==> src/rtl/cfg_arb_pkg.sv <==
// Shared types and helpers for the configuration-channel arbiter.
// Contents: FSM state encoding, default cfg word width, index-width helper.
package cfg_arb_pkg;

    typedef enum logic [1:0] {
        ST_IDLE  = 2'd0,
        ST_ISSUE = 2'd1,
        ST_RUN   = 2'd2,
        ST_DONE  = 2'd3
    } state_t;

    localparam int unsigned CFG_W_DEFAULT = 64;

    // Width of an index into n requesters (at least one bit).
    function automatic int unsigned idx_w(input int unsigned n);
        return (n > 1) ? $clog2(n) : 1;
    endfunction

endpackage

==> src/rtl/cfg_arbiter_rr_pick.sv <==
// Combinational round-robin picker: first asserted request at or above ptr, with wrap.
// Ports:
//   req    - per-requester request vector
//   ptr    - highest-priority index this cycle (must be < N)
//   any    - at least one request asserted
//   idx    - index of the winner (0 when none)
//   onehot - one-hot winner vector (0 when none)
module rr_pick
    import cfg_arb_pkg::*;
#(
    parameter int unsigned N = 4
) (
    input  logic [N-1:0]          req,
    input  logic [idx_w(N)-1:0]   ptr,
    output logic                  any,
    output logic [idx_w(N)-1:0]   idx,
    output logic [N-1:0]          onehot
);

    localparam int unsigned IW = idx_w(N);

    logic [IW:0]   w_sum;
    logic [IW-1:0] w_cand;

    // Walk offsets 0..N-1 from ptr; lowest offset that is requesting wins.
    always_comb begin
        any    = 1'b0;
        idx    = '0;
        onehot = '0;
        w_sum  = '0;
        w_cand = '0;
        for (int unsigned i = 0; i < N; i++) begin
            w_sum  = (IW+1)'(ptr) + (IW+1)'(i);
            w_cand = (w_sum >= (IW+1)'(N)) ? IW'(w_sum - (IW+1)'(N)) : IW'(w_sum);
            if (!any && req[w_cand]) begin
                any = 1'b1;
                idx = w_cand;
            end
        end
        if (any) begin
            onehot = N'(1) << idx;
        end
    end

endmodule

==> src/rtl/cfg_arbiter.sv <==
// Round-robin arbiter sharing one downstream cfg channel between N requesters.
// One configuration is outstanding at a time: accept, issue downstream,
// wait for run completion, then pulse done back to the winner.
// Optional macro CFG_ARBITER_TIMEOUT_EN adds a RUN watchdog (TIMEOUT_CYC cycles).
// Ports:
//   clk, rst        - clock, asynchronous active-high reset
//   s_req_data      - requester i word at [i*B +: B]
//   s_req_valid     - per-requester request valid
//   s_req_ready     - one-hot accept strobe (combinational, IDLE only)
//   s_req_done      - one-hot one-cycle completion pulse
//   m_cfg_data      - latched cfg word
//   m_cfg_valid     - downstream valid (ISSUE state)
//   m_cfg_ready     - downstream ready
//   m_cfg_done      - downstream run complete
//   busy            - not IDLE
//   grant_id        - index of current or last grant
//   timeout_err     - one-cycle watchdog abort pulse
module cfg_arbiter
    import cfg_arb_pkg::*;
#(
    parameter int unsigned N           = 4,
    parameter int unsigned B           = CFG_W_DEFAULT,
    parameter int unsigned TIMEOUT_CYC = 1048576
) (
    input  logic                  clk,
    input  logic                  rst,
    input  logic [N*B-1:0]        s_req_data,
    input  logic [N-1:0]          s_req_valid,
    output logic [N-1:0]          s_req_ready,
    output logic [N-1:0]          s_req_done,
    output logic [B-1:0]          m_cfg_data,
    output logic                  m_cfg_valid,
    input  logic                  m_cfg_ready,
    input  logic                  m_cfg_done,
    output logic                  busy,
    output logic [idx_w(N)-1:0]   grant_id,
    output logic                  timeout_err
);

    localparam int unsigned IW = idx_w(N);

    state_t        r_state;
    state_t        w_state_nxt;
    logic [IW-1:0] r_rr_ptr;
    logic [IW-1:0] r_grant_id;
    logic [B-1:0]  r_cfg_data;

    logic          w_any;
    logic [IW-1:0] w_idx;
    logic [N-1:0]  w_onehot;
    logic          w_wdog_exp;
    logic [IW:0]   w_ptr_inc;
    logic [IW-1:0] w_ptr_nxt;

    rr_pick #(.N(N)) u_pick (
        .req    (s_req_valid),
        .ptr    (r_rr_ptr),
        .any    (w_any),
        .idx    (w_idx),
        .onehot (w_onehot)
    );

    // State register.
    always_ff @(posedge clk or posedge rst) begin
        if (rst) begin
            r_state <= ST_IDLE;
        end else begin
            r_state <= w_state_nxt;
        end
    end

    // Next-state logic; m_cfg_done only matters in RUN.
    always_comb begin
        w_state_nxt = r_state;
        case (r_state)
            ST_IDLE:  if (w_any)                      w_state_nxt = ST_ISSUE;
            ST_ISSUE: if (m_cfg_ready)                w_state_nxt = ST_RUN;
            ST_RUN:   if (m_cfg_done || w_wdog_exp)   w_state_nxt = ST_DONE;
            ST_DONE:                                  w_state_nxt = ST_IDLE;
            default:                                  w_state_nxt = ST_IDLE;
        endcase
    end

    // Output decode from state; reset drops these asynchronously via r_state.
    always_comb begin
        s_req_ready = '0;
        s_req_done  = '0;
        m_cfg_valid = 1'b0;
        timeout_err = 1'b0;
        busy        = (r_state != ST_IDLE);
        case (r_state)
            ST_IDLE:  s_req_ready = w_onehot;
            ST_ISSUE: m_cfg_valid = 1'b1;
            ST_RUN:   timeout_err = w_wdog_exp && !m_cfg_done;
            ST_DONE:  s_req_done  = N'(1) << r_grant_id;
            default:  ;
        endcase
    end

    assign m_cfg_data = r_cfg_data;
    assign grant_id   = r_grant_id;

    // Pointer advances past the grant that just completed.
    assign w_ptr_inc = (IW+1)'(r_grant_id) + (IW+1)'(1);
    assign w_ptr_nxt = (w_ptr_inc >= (IW+1)'(N)) ? '0 : IW'(w_ptr_inc);

    // Grant capture and round-robin pointer.
    always_ff @(posedge clk or posedge rst) begin
        if (rst) begin
            r_rr_ptr   <= '0;
            r_grant_id <= '0;
            r_cfg_data <= '0;
        end else begin
            if (r_state == ST_IDLE && w_any) begin
                r_cfg_data <= s_req_data[32'(w_idx) * B +: B];
                r_grant_id <= w_idx;
            end
            if (r_state == ST_DONE) begin
                r_rr_ptr <= w_ptr_nxt;
            end
        end
    end

`ifdef CFG_ARBITER_TIMEOUT_EN
    logic [31:0] r_wdog;

    // Watchdog: zero on entry to RUN, counts each RUN cycle.
    always_ff @(posedge clk or posedge rst) begin
        if (rst) begin
            r_wdog <= '0;
        end else if (r_state == ST_ISSUE && m_cfg_ready) begin
            r_wdog <= '0;
        end else if (r_state == ST_RUN) begin
            r_wdog <= r_wdog + 32'd1;
        end
    end

    assign w_wdog_exp = (r_state == ST_RUN) && (r_wdog == 32'(TIMEOUT_CYC - 1));
`else
    logic w_unused_timeout;

    assign w_wdog_exp       = 1'b0;
    assign w_unused_timeout = ^32'(TIMEOUT_CYC);
`endif

endmodule
==> config.mk <==
export PLATFORM = sky130hd
export DESIGN_NAME = cfg_arbiter
export DESIGN_NICKNAME = d
export VERILOG_FILES = /design/src/rtl/cfg_arb_pkg.sv /design/src/rtl/cfg_arbiter_rr_pick.sv /design/src/rtl/cfg_arbiter.sv
export SDC_FILE = /design/constraint.sdc
export NUM_CORES = 1
export LEC_CHECK = 0
export BUFFER_PORTS_ARGS = -buffer_cell sky130_fd_sc_hd__buf_4
export CAP_MARGIN = 20
export CORE_AREA = 2 2 131 133
export CTS_CLUSTER_SIZE = 8
export DETAILED_ROUTE_END_ITERATION = 12
export DIE_AREA = 0 0 133 135
export HOLD_SLACK_MARGIN = 0.15
export MAX_ROUTING_LAYER = met4
export PLACE_DENSITY = 0.62
export SYNTH_ARGS = -nofsm -noshare
export SYNTH_HDL_FRONTEND = slang
export SYNTH_HIERARCHICAL = 1
export SYNTH_SLANG_ARGS = --single-unit
==> constraint.sdc <==
create_clock -name clk -period 5.8 [get_ports clk]
set_clock_uncertainty 0.15 [all_clocks]
set_input_delay 0.58 -clock clk [delete_from_list [all_inputs] [get_ports clk]]
set_output_delay 0.58 -clock clk [all_outputs]
set_load 0.03 [all_outputs]
# --- After elaboration in Yosys (flattened, before gate mapping) ---
# Index checks and enable logic that the tools add are counted.
totals:
  regBits: 70
  latch_bits: 0
  ramBits: 0
  mem_bits_ro: 0
  wordCells: 69
  mem_count: 0
classes:
  n_addsub: 8
  n_mul: 0
  n_div: 0
  magnitude_cmp: 9
  eq_ne: 6
  n_shift: 3
  mux: 29
  bitwise: 0
  reduce_logical: 10
ops:
  columns: ["operator", "count"]
  rows:
  - ["$shiftx 256x9->64", 1]
  - ["$mux 2", 12]
  - ["$ge 3x3->1 const B", 4]
  - ["$lt 2x3->1 const B", 4]
  - ["$mux 4", 3]
  - ["$mux 1", 9]
  - ["$bmux 1 s2", 4]
  - ["$pmux 2 s4", 1]
  - ["$shl 1x2->4 const A", 2]
  - ["$sub 2x1->2 const B", 4]
  - ["$add 2x1->3 const B", 2]
  - ["$add 2x2->3 const B", 2]
  - ["$ne 2x2->1 const B", 3]
  - ["$eq 2x2->1 const B", 2]
  - ["$logic_and 1x1->1", 4]
  - ["$ge 2x3->1 const B", 1]
  - ["$logic_not 1->1", 3]
  - ["$reduce_and 3->1", 1]
  - ["$eq 2x1->1 const B", 1]
  - ["$logic_not 2->1", 1]
  - ["$reduce_bool 2->1", 1]

# --- Logic depth before layout (Yosys ltp) ---
depth:
  ltp_word: 17
  depth_mapped: 9
  depth_no_buf: 5

# --- Modules after synthesis ---
# Netlist, hierarchy kept.
by_module_without_submodules:
  columns: ["module", "instances", "cells_each", "area_per_inst_um2", "seq_area_each_um2"]
  rows:
  - ["cfg_arbiter", 1, 402, 4777.1, 1751.7]
  - ["rr_pick", 1, 32, 182.7, 0.0]

# --- Least setup slack after synthesis ---
# No wires, ideal clock.
synth_timing:
  path_kind: "input port to flip-flop"
  start: "input s_req_valid[1]"
  end: "register r_cfg_data[0] (netlist: m_cfg_data[0])"
  setup_ns: 0.132
  t_arrival_ns: 1.815
  required_ns: 5.518
  slack_ns: 3.703
  stages: 9
  n_path_buf: 4
  cell_sequence: "buf_2 a21oi_1 o21ai_0 a21oi_1 buf_2 buf_6 buf_4 mux2i_1 o221ai_2"
synth_via:
  elab_chain_cells: 13
  word_cells_on_any_way: 24
  cone_classes: "1 x shift; 16 x mux; 7 x reduce/logical"
synth_rtl:
  columns: ["item", "line", "source"]
  rows:
  - ["start, declared", "cfg_arbiter.sv:28", "input logic [N-1:0] s_req_valid,"]
  - ["$bmux 1 s2", "cfg_arbiter_rr_pick.sv:35", "if (!any && req[w_cand]) begin"]
  - ["$mux 1 (not written as such)", "cfg_arbiter_rr_pick.sv:35", null]
  - ["$mux 1", "cfg_arbiter_rr_pick.sv:35", null]
  - ["$logic_not 1->1", "cfg_arbiter_rr_pick.sv:35", null]
  - ["$logic_and 1x1->1", "cfg_arbiter_rr_pick.sv:35", null]
  - ["$mux 1", "cfg_arbiter_rr_pick.sv:35", null]
  - ["$logic_not 1->1", "cfg_arbiter_rr_pick.sv:35", null]
  - ["$logic_and 1x1->1", "cfg_arbiter_rr_pick.sv:35", null]
  - ["$mux 1", "cfg_arbiter_rr_pick.sv:35", null]
  - ["$logic_not 1->1", "cfg_arbiter_rr_pick.sv:35", null]
  - ["$logic_and 1x1->1", "cfg_arbiter_rr_pick.sv:35", null]
  - ["$mux 2 (*)", "cfg_arbiter_rr_pick.sv:35", null]
  - ["named net w_idx[1]", "cfg_arbiter.sv:49", "logic [IW-1:0] w_idx;"]
  - ["$shiftx 256x9->64 (*)", "cfg_arbiter.sv:115", "r_cfg_data <= s_req_data[32'(w_idx) * B +: B];"]
  - ["end signal, assigned", "cfg_arbiter.sv:115", null]
  - ["end, declared", "cfg_arbiter.sv:46", "logic [B-1:0] r_cfg_data;"]
# The timed path passes the listed nets; every way through them passes the cells marked *. The select of a mux whose other input is x is not followed.
# A chain may end at the register's enable or synchronous reset.

# --- Final worst setup path ---
layout_timing:
  start: "register r_rr_ptr[1]"
  end: "register r_cfg_data[27] (netlist: m_cfg_data[27])"
layout_via:
  elab_chain_cells: 15
  word_cells_on_any_way: 39
  cone_classes: "7 x add/sub; 4 x order compare; 1 x shift; 20 x mux; 7 x reduce/logical"
layout_rtl:
  columns: ["item", "line", "source"]
  rows:
  - ["start, declared", "cfg_arbiter.sv:44", "logic [IW-1:0] r_rr_ptr;"]
  - ["start signal, assigned", "cfg_arbiter.sv:119", "r_rr_ptr <= w_ptr_nxt;"]
  - ["parallel branches: the longest is 13 deep, another holds $add 2x1->3", null, null]
  - ["$mux 2 (*)", "cfg_arbiter_rr_pick.sv:35", null]
  - ["named net w_idx[1]", "cfg_arbiter.sv:49", null]
  - ["$shiftx 256x9->64 (*)", "cfg_arbiter.sv:115", null]
# Mark *: on every way through the listed nets, which the timed path passes. The select of a mux whose other input is x is not followed.

==> reports/metrics.csv <==
metric;value;unit
Compound-Gate Fraction of Synth Area;0.211;
Yosys top cell by area;dfrtp_1;
hold_buf cts;0;
minimum clock period;2.94;ns
outcome;completed;
vias in the first global route;5018;
worst-path fanout max;51;
synth unique cells;32;
mux cell area share after synthesis;0.267;
Post-synth top cells;128 x mux2i_1, 70 x dfrtp_1, 68 x nand2_1;
Hold Path Class;reg -> reg;
die height;135;um
# clock sinks;70;
Global Route met1 Usage;0.204;
sequential share of the synthesized area;0.353;
fill count;1523;
Max VDD drop;0.296;mV
Switching Share;0.463;
Combinational Power Share;0.635;
IO Count;341;
fmax;340;MHz
dpl cells;959;
largest net degree at the start of global routing;71;
post-CTS sizing;0;
Net count, final;1023;
Reg area;0.00175;mm^2
period utilisation layout;0.508;
simple-gate share of the synthesized area;0.0785;
Mapped Avg Cell Area;11.4;um^2
adder-cell share of the synthesized area;0.0202;
Slew headroom;0.379;
I/O Buffers;339;
placed wire-length estimate;13.0;mm
wire per inst;17.2;um
met2 usage;0.339;
M3 GR Usage;0.0495;
Worst Max-Slew Pin Slew;0.931;ns
most frequent cell after synthesis;mux2i_1;
CP arrival;2.99;ns
Final Setup Violations;0;
min-delay src;m_cfg_data[17]$_DFFE_PP0P_;
critical setup path kind;reg -> reg;
dominant cells by area after synthesis;dfrtp_1 35%, mux2i_1 26%, o221ai_2 18%, nand2_1 5.1%, buf_4 3.0%;
cells along the critical path;a21oi_1, o21ai_0, a21oi_4, buf_4, buf_4, mux2i_1, o221ai_2;
FP Rows;47;
die area;0.0180;mm^2
reg2reg start;r_rr_ptr[1]$_DFFE_PP0P_;
Clock power frac;0.129;
DR vias/cell;4.91;
overall power;3.85;mW
setup slack, reg-to-reg;2.86;ns
Clk Tree Root Cell;clkbuf_16;
setup TNS;0;ns
core area;0.0164;mm^2
FF+latch count, synth;70;
CP required;5.84;ns
later-pin clock latency in the skew report;0.33;ns
Critical Path End Type;flop;
Synth-to-Final Area Change;58.1;%
Synth Area in XOR/XNOR;0;
dominant synthesized flop cell;dfrtp_1;
Hold Path Stages;2;
Post-route DRC;0;
Longest Clk Path Bufs;2;
Cell Count, Final, Fillers Out;973;
Buf/Inv on CP;2;
crit start category;flop;
asr flop ratio synth;1.00;
final hold vios;0;
clock buffer count from CTS;9;
netlist area before placement;0.00496;mm^2
DR vias;4775;
EDFF count, synth;0;
final wirelength;16.7;mm
max-cap violations;0;
Post-Syn Instances;434;
slowest CP cell;buf_4;
chip width;133;um
Top delay family on crit path;buffers and inverters;
net switching power;1.78;mW
busiest grt layer;met2;
dpl ws;2.44;ns
clock transition at the registers of the reported paths;0.05;ns
P_int;2.07;mW
Total Routing Usage GR;0.188;
Yosys Warn Count;6;
deepest level of the CTS H-tree;3;
first-pass GRT wire length;26.0;mm
Starting Density;0.302;
Final Util;0.478;
Slew Viols, Final;0;
DR iter-0 viols;162;
share of the synthesized area in the top cell type;0.353;
Min-Delay Endpoint;m_cfg_data[17]$_DFFE_PP0P_;
RSZ-0062 raised after global routing;no;
PwrDens;491;mW/mm^2
post-route cell area;0.00784;mm^2
antenna diode count;0;
largest family of logic cells by synthesized area;multiplexers;
Register-to-Register Path Depth;7;
Routed Antenna Nets;0;
syn_nets;706;
Slowest Stage Delay on Critical Path;0.70;ns
CTS tree;built;
Post-CTS Repair Setup Buffers;0;
cell mode on critical path;buf_4;
routability cong.;0.884;
Multi-input gate area;0.00289;mm^2
antenna violations before repair;0;
PnR worst setup slack;2.86;ns
Initial DRT Pass Iterations;4;
layout cell share with drive strength beyond 1;0.572;
area post-placement;0.00755;mm^2
Leak;3.93;nW
worst r2r dst;m_cfg_data[27]$_DFFE_PP0P_;
global route total overflow;0;
Flop pwr share;0.237;
Hold Slack;0.339;ns
## registers in the layout (all words and copies together), names as in the netlist
signal and cells:
r_rr_ptr 2, m_cfg_data 64, r_state 2, grant_id 2
## placed cells by master (no fill, tap or decap)
cell,netlist,routed
buf_4,20,345
mux2i_1,128,128
dfrtp_1,70,70
nand2_1,68,68
o221ai_2,60,60
inv_1,12,11
clkbuf_16,0,9
and2_1,8,8
ha_1,8,8
nor2_1,6,6
o221ai_1,4,4
mux2_2,4,4
a21oi_1,4,3
nor2b_1,2,2
a221oi_1,2,2
clkinv_2,0,2
clkbuf_8,0,2
nand2b_1,2,2
o21ai_0,2,2
nor3_1,2,2
nand2_2,1,1
or2_4,0,1
nand3_4,0,1
o32a_1,1,1
inv_2,0,1
conb_1,1,1
buf_16,0,1
o21ai_1,1,1
nand2b_2,1,1
a211oi_2,1,1
a21oi_2,1,1
a21oi_4,0,1
a311oi_1,1,1
o211a_1,1,1
a211oi_1,1,1
## metal layers
layer,vias up,routed length [um],share of wire
li1,2260,-,-
met2,237,8840,0.53
met5,-,0,0
met1,2257,6350,0.38
met4,0,256,0.015
met3,21,1270,0.076
## worst max path at each step
stage	start	end	slack [ns]	cells past startpoint
floorplan	rst	grant_id[0]$_DFFE_PP0P_	3.30	1
global placement	s_req_valid[3]	m_cfg_data[55]$_DFFE_PP0P_	2.59	7
detailed placement	s_req_valid[3]	m_cfg_data[55]$_DFFE_PP0P_	2.44	7
CTS	r_state[0]$_DFFE_PP0P_	m_cfg_data[55]$_DFFE_PP0P_	2.69	6
global route	r_rr_ptr[1]$_DFFE_PP0P_	m_cfg_data[19]$_DFFE_PP0P_	2.68	7
finish	r_rr_ptr[1]$_DFFE_PP0P_	m_cfg_data[27]$_DFFE_PP0P_	2.86	7
## tightest hold or removal path: stages (launching register included)
cell and delay (ns):
dfrtp_1 0.34, nand2_1 0.06, o221ai_2 0.05
## kinds of logic (layout without fill, tap and decap cells)
logic type,count (synthesis),in the layout
multiplexers,132,132
AND/OR/NAND/NOR,92,92
AO/OA/AOI/OAI,79,79
flip-flops,70,70
buffers and inverters,52,371
adder cells (fa/ha/maj),8,8
other,1,1
## power groups by stage
stage | sequential, mW | combinational [mW] | clock (mW)
after floorplan | 1.31 | 1.32 | 0
after global placement | 0.911 | 2.40 | 0
after detailed placement | 0.909 | 2.46 | 0
after CTS | 0.911 | 2.46 | 0.515
after global routing | 0.941 | 2.62 | 0.538
final | 0.911 | 2.44 | 0.496
## area by class of cell
type,count,area share
Timing Repair Buffer,346,0.334
Sequential cell,70,0.223
Clock inverter,2,0.00128
Inverter,12,0.00574
Tap cell,220,0.0351
Clock buffer,11,0.0322
Multi-Input combinational cell,312,0.369
Note: power is estimated with default switching activity, not from simulation.
